File: config.mk
export PLATFORM = sky130hd
export DESIGN_NAME = apb_uart_tx
export DESIGN_NICKNAME = d
export VERILOG_FILES = /design/src/rtl/apb_uart_tx.sv
export SDC_FILE = /design/constraint.sdc
export NUM_CORES = 1
export LEC_CHECK = 0
export ABC_CLOCK_PERIOD_IN_PS = 9970
export BUFFER_PORTS_ARGS = -buffer_cell sky130_fd_sc_hd__buf_4
export CORE_UTILIZATION = 63
export DETAILED_ROUTE_END_ITERATION = 10
export PLACE_DENSITY_LB_ADDON = 0.12
export SETUP_SLACK_MARGIN = 0.02
export SYNTH_ARGS = -nofsm -noshare
export SYNTH_HDL_FRONTEND = slang
export SYNTH_SLANG_ARGS = --single-unit
File: constraint.sdc
create_clock -name PCLK -period 9.97 [get_ports PCLK]
set_input_delay 0.997 -clock PCLK [delete_from_list [all_inputs] [get_ports PCLK]]
set_output_delay 0.997 -clock PCLK [all_outputs]
set_load 0.1 [all_outputs]
File: src/rtl/apb_uart_tx.sv
// rtl/apb_uart_tx.sv - APB slave with TX FIFO and UART serializer
//
// Purpose:
//   Zero-wait-state APB slave. The CPU pushes bytes into a TX FIFO through
//   TXDATA; a serializer drains the FIFO as 8N1 frames on txd. The baud
//   divisor, TX enable and FIFO/serializer status are visible on APB.
//
// Ports:
//   PCLK, PRESETn   clock and asynchronous active-low reset
//   PSELx, PENABLE, PWRITE, PADDR, PWDATA   APB request (PADDR[4:2] decoded)
//   PRDATA, PREADY, PSLVERR                 APB response (PREADY tied high)
//   txd             serial output, idle high
//   tx_idle         FIFO empty and serializer idle
//
// Build option:
//   UART_PARITY_EN  adds an even parity bit between DATA and STOP (11-bit frame)

module apb_uart_tx #(
  parameter int FIFO_DEPTH  = 16,
  parameter int DEFAULT_DIV = 867
) (
  input  logic        PCLK,
  input  logic        PRESETn,
  input  logic        PSELx,
  input  logic        PENABLE,
  input  logic        PWRITE,
  input  logic [31:0] PADDR,
  input  logic [31:0] PWDATA,
  output logic [31:0] PRDATA,
  output logic        PREADY,
  output logic        PSLVERR,
  output logic        txd,
  output logic        tx_idle
);

  localparam int AW = $clog2(FIFO_DEPTH);
  localparam int CW = AW + 1;
  localparam logic [CW-1:0] FULL_COUNT = CW'(FIFO_DEPTH);

`ifdef UART_PARITY_EN
  typedef enum logic [2:0] {S_IDLE, S_START, S_DATA, S_PARITY, S_STOP} state_t;
`else
  typedef enum logic [2:0] {S_IDLE, S_START, S_DATA, S_STOP} state_t;
`endif

  logic [2:0]    reg_addr;
  logic          access;
  logic          wr_access;

  logic [15:0]   baud_div;
  logic          tx_en;

  logic [7:0]    fifo_mem [FIFO_DEPTH];
  logic [AW-1:0] wr_ptr;
  logic [AW-1:0] rd_ptr;
  logic [CW-1:0] count;
  logic          empty;
  logic          full;
  logic          push;
  logic          pop;

  state_t        state;
  logic [15:0]   div_lat;
  logic [15:0]   baud_cnt;
  logic [2:0]    bit_idx;
  logic [7:0]    frame_data;
  logic          bit_done;
  logic          busy;

  logic          unused_bits;

  assign unused_bits = ^{PADDR[31:5], PADDR[1:0], PWDATA[31:16]};

  assign reg_addr  = PADDR[4:2];
  assign access    = PSELx & PENABLE;
  assign wr_access = access & PWRITE;

  assign empty = (count == '0);
  // Full uses the count before the edge, so a push while full is rejected
  // even if the serializer pops on the same edge.
  assign full  = (count == FULL_COUNT);
  assign push  = wr_access & (reg_addr == 3'd0) & ~full;

  // div_lat is captured at frame start so divisor writes only affect later frames.
  assign bit_done = (baud_cnt == div_lat);
  assign busy     = (state != S_IDLE);

  // Pop either from IDLE or at the end of STOP (back-to-back, no idle cycle).
  assign pop = tx_en & ~empty &
               ((state == S_IDLE) | ((state == S_STOP) & bit_done));

  assign tx_idle = empty & ~busy;
  assign PREADY  = 1'b1;

  // Read data and error response only exist during the access phase.
  always_comb begin
    PRDATA  = '0;
    PSLVERR = 1'b0;
    if (access) begin
      case (reg_addr)
        3'd0: PSLVERR = ~PWRITE | full;
        3'd1: begin
          if (PWRITE) PSLVERR = 1'b1;
          else        PRDATA  = {16'b0, 8'(count), 5'b0, busy, full, empty};
        end
        3'd2: if (!PWRITE) PRDATA = {16'b0, baud_div};
        3'd3: if (!PWRITE) PRDATA = {31'b0, tx_en};
        default: PSLVERR = 1'b1;
      endcase
    end
  end

  always_ff @(posedge PCLK or negedge PRESETn) begin
    if (!PRESETn) begin
      baud_div <= 16'(DEFAULT_DIV);
      tx_en    <= 1'b0;
    end else if (wr_access) begin
      if (reg_addr == 3'd2) baud_div <= PWDATA[15:0];
      if (reg_addr == 3'd3) tx_en    <= PWDATA[0];
    end
  end

  // Storage needs no reset: pointers and count define what is valid.
  always_ff @(posedge PCLK) begin
    if (push) fifo_mem[wr_ptr] <= PWDATA[7:0];
  end

  always_ff @(posedge PCLK or negedge PRESETn) begin
    if (!PRESETn) begin
      wr_ptr <= '0;
      rd_ptr <= '0;
      count  <= '0;
    end else begin
      if (push) wr_ptr <= wr_ptr + AW'(1);
      if (pop)  rd_ptr <= rd_ptr + AW'(1);
      case ({push, pop})
        2'b10:   count <= count + CW'(1);
        2'b01:   count <= count - CW'(1);
        default: count <= count;
      endcase
    end
  end

  // Serializer. txd is registered; every transition that changes the line
  // level sets txd on the same edge as the state change.
  always_ff @(posedge PCLK or negedge PRESETn) begin
    if (!PRESETn) begin
      state      <= S_IDLE;
      txd        <= 1'b1;
      div_lat    <= '0;
      baud_cnt   <= '0;
      bit_idx    <= '0;
      frame_data <= '0;
    end else begin
      case (state)
        S_IDLE: begin
          if (pop) begin
            frame_data <= fifo_mem[rd_ptr];
            div_lat    <= baud_div;
            baud_cnt   <= '0;
            txd        <= 1'b0;
            state      <= S_START;
          end
        end

        S_START: begin
          if (bit_done) begin
            baud_cnt <= '0;
            bit_idx  <= '0;
            txd      <= frame_data[0];
            state    <= S_DATA;
          end else begin
            baud_cnt <= baud_cnt + 16'd1;
          end
        end

        S_DATA: begin
          if (bit_done) begin
            baud_cnt <= '0;
            if (bit_idx == 3'd7) begin
`ifdef UART_PARITY_EN
              txd   <= ^frame_data;
              state <= S_PARITY;
`else
              txd   <= 1'b1;
              state <= S_STOP;
`endif
            end else begin
              bit_idx <= bit_idx + 3'd1;
              txd     <= frame_data[bit_idx + 3'd1];
            end
          end else begin
            baud_cnt <= baud_cnt + 16'd1;
          end
        end

`ifdef UART_PARITY_EN
        S_PARITY: begin
          if (bit_done) begin
            baud_cnt <= '0;
            txd      <= 1'b1;
            state    <= S_STOP;
          end else begin
            baud_cnt <= baud_cnt + 16'd1;
          end
        end
`endif

        S_STOP: begin
          if (bit_done) begin
            baud_cnt <= '0;
            if (pop) begin
              frame_data <= fifo_mem[rd_ptr];
              div_lat    <= baud_div;
              txd        <= 1'b0;
              state      <= S_START;
            end else begin
              state <= S_IDLE;
            end
          end else begin
            baud_cnt <= baud_cnt + 16'd1;
          end
        end

        default: begin
          state <= S_IDLE;
          txd   <= 1'b1;
        end
      endcase
    end
  end

endmodule

# --- Word-level counts from Yosys, hierarchy flattened ---
# Memories as Yosys holds them, arrays and structs flattened.
# Cells that the tools add are included.
totals:
  memories: 1
  word_cells: 106
  output_inout_bits: 36
  ramBits: 128
  inputBits: 69
  reg_bits: 77
mem_list:
  columns: ["memory", "depth", "word_bits", "rd", "rd_clocked_by_memory_dff", "wr", "line", "source"]
  rows:
  - ["fifo_mem", 16, 8, 1, 0, 1, "53", "logic [7:0] fifo_mem [FIFO_DEPTH];"]
op_classes:
  order_cmp: 1
  muxes: 39
  n_reduce_logical: 17
  n_eq_ne: 17
  addsub: 6
  bitwise_logic: 14
ops:
  columns: ["operator", "count"]
  rows:
  - ["two-way mux 16 bit", 5]
  - ["case mux 16 bit (2 select lines)", 2]
  - ["case mux 16 bit (3 select lines)", 1]
  - ["two-way mux 32 bit", 1]
  - ["two-way mux 3 bit", 8]
  - ["adder 16 x 1 -> 16 bit, second input constant", 1]
  - ["== test 16 bit", 1]
  - ["two-way mux 8 bit", 2]
  - ["case mux 8 bit (2 select lines)", 1]
  - ["two-way mux 13 bit", 1]
  - ["== test 3 x 2 -> 1 bit, second input constant", 4]
  - ["two-way mux 1 bit", 12]
  - ["inequality test 2 bit, second input constant", 6]
  - ["case mux 3 bit (4 select lines)", 1]
  - ["case mux 5 bit (2 select lines)", 1]
  - ["adder 4 x 1 -> 4 bit, second input constant", 2]
  - ["bitwise AND 1 bit", 8]
  - ["AND reduction 2 bit", 4]
  - ["nonzero test 2 bit", 4]
  - ["== test 3 x 1 -> 1 bit, second input constant", 2]
  - ["zero test 3 bit", 2]
  - ["case mux 3 bit (2 select lines)", 1]
  - ["adder 5 x 1 -> 5 bit, second input constant", 1]
  - ["== test 5 bit, second input constant", 1]
  - ["18 further kinds", 22]

# --- Longest topological paths before layout ---
logic_depth:
  depth_word: 7
  mapped_depth: 16
  depth_no_buf: 14

# --- Worst setup path after synthesis ---
# No wires, ideal clock.
synth_path:
  path_type: "reg2out"
  from: "register count[1]"
  to: "output tx_idle"
  t_arrival_ps: 3147
  n_path_buf: 1
  setup_slack_ps: 5826
  required_ps: 8973
  path_stages_with_launch: 4
  cell_sequence: "dfrtp_1 > clkbuf_1 > or4_1 > nor3_1"
synth_via:
  elab_chain_len: 2
synth_lines:
  columns: ["element", "line", "source"]
  rows:
  - ["start, declared", "56", "logic [CW-1:0] count;"]
  - ["start signal, assigned", "137", "2'b10: count <= count + CW'(1);"]
  - ["start signal, assigned", "138", "2'b01: count <= count - CW'(1);"]
  - ["start signal, assigned", "139", "default: count <= count;"]
  - ["zero test 5 bit", "78", "assign empty = (count == '0);"]
  - ["bitwise AND 1 bit", "92", "assign tx_idle = empty & ~busy;"]
  - ["end, declared", "33", "output logic tx_idle"]
# No other way between the ends.

# --- Final worst setup path ---
layout_path:
  from: "input PWRITE"
  to: "register count[4]"
layout_via:
  elab_chain_len: 5
  word_cells_on_any_way: 7
  cone_classes: "eq/ne (2); mux (1); bitwise (3); reduce/logical (1)"
layout_lines:
  columns: ["element", "line", "source"]
  rows:
  - ["start, declared", "26", "input logic PWRITE,"]
  - ["bitwise AND 1 bit (*)", "76", "assign wr_access = access & PWRITE;"]
  - ["bitwise AND 1 bit (*) (2 in series)", "82", "assign push = wr_access & (reg_addr == 3'd0) & ~full;"]
  - ["== test 2 x 1 -> 1 bit / == test 2 bit (equally long branches)", "136", "case ({push, pop})"]
  - ["case mux 5 bit (2 select lines) / nonzero test 2 bit (equally long branches)", null, null]
# Mark *: on every way between the ends. The rest lies on a longest branch, timed or not.
# A chain may end at the register's enable or synchronous reset.

==> flow_summary.json <==
{
  "highest_layer": "met4",
  "ir_worst_vdd_uv": 244,
  "rsz0062_at_grt": "no",
  "ys_types": 58,
  "routedWlPerCell_um": 22.1,
  "critPathSlowestCell": "a2111oi_2",
  "dr_wl_met2_mm": 8.85,
  "whs_path_depth": 1,
  "wl_mm": 18.7,
  "synth_edf_count": 128,
  "hold_viol_final": 0,
  "fillers": 930,
  "yosysTopAreaCellShare": 0.414,
  "grt_max_degree": 77,
  "r2r_cells": 14,
  "grt_pass1_wl_mm": 28.8,
  "htreeDepth": 1,
  "fin_tns_setup_ns": 0,
  "dpl.cell_count": 809,
  "postCtsSetupRepairBufs": 0,
  "tightest_slew_ns": 1.19,
  "comb_power_share": 0.284,
  "cts_buffers": 22,
  "clk_path_buf_depth": 3,
  "fin_crit_ns": 3.96,
  "syn_to_final_growth_pct": 12.2,
  "critPathRequiredTime_ns": 10.34,
  "layout-drive-gt1-share": 0.287,
  "fin_nets": 735,
  "grt_overflow": 0,
  "path_class": "input port to flip-flop",
  "hold_path.class": "flip-flop to flip-flop",
  "cap_violations": 0,
  "clock_latency_ns": 0.50,
  "dieArea_um2": 15200,
  "power_density_nw_per_um2": 261,
  "vias": 5277,
  "antenna_found_initial": 0,
  "synth_top_area_cell": "edfxtp_1",
  "met1Wirelength_mm": 8.54,
  "preCtsSetupSlack_ns": 5.53,
  "layout_commonest_cell": "edfxtp_1",
  "p_int_mw": 1.85,
  "start_util": 0.641,
  "ctsHoldBuffers": 0,
  "synth.avg_cell_area_um2": 15.4,
  "cts.sinks": 204,
  "grt_pass1_vias": 5159,
  "seq_power_share": 0.420,
  "ys_seq_area_frac": 0.620,
  "async_reset_ff_frac": 0.373,
  "timing.fmax_mhz": 252,
  "cts_root_buffer": "clkbuf_16",
  "clkPwrFrac": 0.296,
  "grtUsageTotal": 0.260,
  "dr.pass1.iters": 5,
  "finalMaxSlewViolations": 0,
  "finalNonFillerCells": 849,
  "die_h_um": 123,
  "setup_ws_ns": 6.01,
  "cp_common_cell": "xor2_1",
  "synth_area_um2": 9290,
  "swShare": 0.319,
  "synthesis.yosys.warnings": 0,
  "gp_congestion": 0.888,
  "ant_nets": 0,
  "hpwl_mm": 11.9,
  "cp_cell_sequence": "buf_4, inv_1, or3_1, a2111oi_2, inv_2, ha_1, xor2_1, ha_1, o21a_1, o22a_1, a21oi_1, xor2_1, nor2_1, xor2_1",
  "end_kind": "flip-flop",
  "num_rows": 44,
  "status": "complete, no violations",
  "critPathLaunchType": "input port",
  "ys_top_cells_by_area": "edfxtp_1, dfrtp_1, mux4_2",
  "synth-seq-cells": 204,
  "cts.clk_slew.worst_paths_ns": 0.06,
  "crit_cells": 14,
  "io_buffers": 42,
  "slowest_delay_ns": 0.83,
  "synthFlopType": "edfxtp_1",
  "die_w_um": 123,
  "cts_resized": 0,
  "vias_per_cell": 6.22,
  "fin_skew_ns": 0.0138,
  "hold_slack_ns": 0.514,
  "final_cell_mix": "edfxtp_1, dfrtp_1, buf_4",
  "drcViolationCount": 0,
  "setup_viol": 0,
  "critPathArrivalTime_ns": 4.33,
  "wl_met3_um": 940,
  "drt_iter0_markers": 423,
  "period_share": 0.397,
  "crit_buf_inv": 3,
  "syn-instance-count": 605,
  "worst_slew_margin_rel": 0.194,
  "crit_family": "compound AO/OA/AOI/OAI gates",
  "io_pins": 105,
  "p_sw_mw": 0.869,
  "num_antenna_cells": 0,
  "core_um2": 14500,
  "cts_tree": "built",
  "power.leakage_nw": 3.93,
  "path_max_fanout": 8
}
-- power groups by stage --
stage	sequential (mW)	clock, mW	combinational (mW)
after floorplan	1.06	0	0.685
final	1.14	0.805	0.774
after global placement	1.16	0	0.736
after global routing	1.16	0.849	0.838
after detailed placement	1.16	0	0.767
after CTS	1.15	0.821	0.775
-- cells by family after synthesis --
family | share of synthesized area
AO/OA/AOI/OAI | 0.0492
XOR/XNOR | 0.0321
adder cells (fa/ha/maj) | 0.0229
buffers and inverters | 0.0354
flip-flops | 0.620
multiplexers | 0.168
other | 0.000809
AND/OR/NAND/NOR | 0.0723
-- worst register-to-register path, delay by kind of cell (launching register included) --
kind / cells / cell delay, ns
xor+xnor: 4 / 0.59
fa+ha+maj: 2 / 0.68
simple gates: 4 / 1.25
flops: 1 / 0.46
compound gates: 4 / 0.77
-- routing by layer --
layer | GRT usage | up-vias
met4 | 0.0700 | 0
met1 | 0.390 | 2720
li1 | - | 2348
met3 | 0.0364 | 32
met2 | 0.403 | 177
met5 | 0 | -
-- synth_stat cells (all sizes together) (8+ instances only) --
cell	instances
nand4	8
xnor2	21
and2	14
inv	15
nor3	11
o21ai	20
a22oi	10
edfxtp	128
mux4	42
ha	17
clkbuf	22
nand2	24
buf	26
nor2	37
nand3	14
nor4	8
mux2	45
dfrtp	69
xor2	13
-- worst paths after layout --
| kind | endpoint | start | slack, ns |
|---|---|---|---|
| worst max-delay path | count[4] | PWRITE | 6.01 |
| worst min register to register | frame_data[4] | frame_data[4] | 0.51 |
| min in group asynchronous | frame_data[5] | PRESETn | 0.64 |
| worst max register to register | count[4] | baud_cnt[10] | 6.11 |
| max in group asynchronous | rd_ptr[0] | PRESETn | 8.62 |
| worst min-delay path | frame_data[4] | frame_data[4] | 0.51 |
-- area by class of cell --
class | count | area, um^2 | area share
clock inverters | 13 | 123 | 0.0118
clock buffers | 27 | 601 | 0.0576
inverters | 15 | 56.3 | 0.00540
well taps | 184 | 230 | 0.0221
multi-input cells | 353 | 3260 | 0.313
flip-flops and latches | 204 | 5760 | 0.552
repair buffers | 53 | 398 | 0.0382
-- flip-flops by register name (all words and copies together) (netlist names) --
register,cells
count,5
div_lat,16
txd,1
bit_idx,3
tx_en,1
baud_div,16
rd_ptr,4
fifo_mem,128
state,2
frame_data,8
wr_ptr,4
baud_cnt,16
-- stage by stage --
stage | power, mW | utilization | instance area [um^2]
floorplan | 1.75 | - | 9340
global placement | 1.89 | 0.670 | 9700
detailed placement | 1.93 | 0.670 | 9700
CTS | 2.74 | 0.720 | 10400
global route | 2.85 | 0.720 | 10400
finish | 2.72 | 0.720 | 10400
No activity file was read; power rests on OpenSTA's default activity.
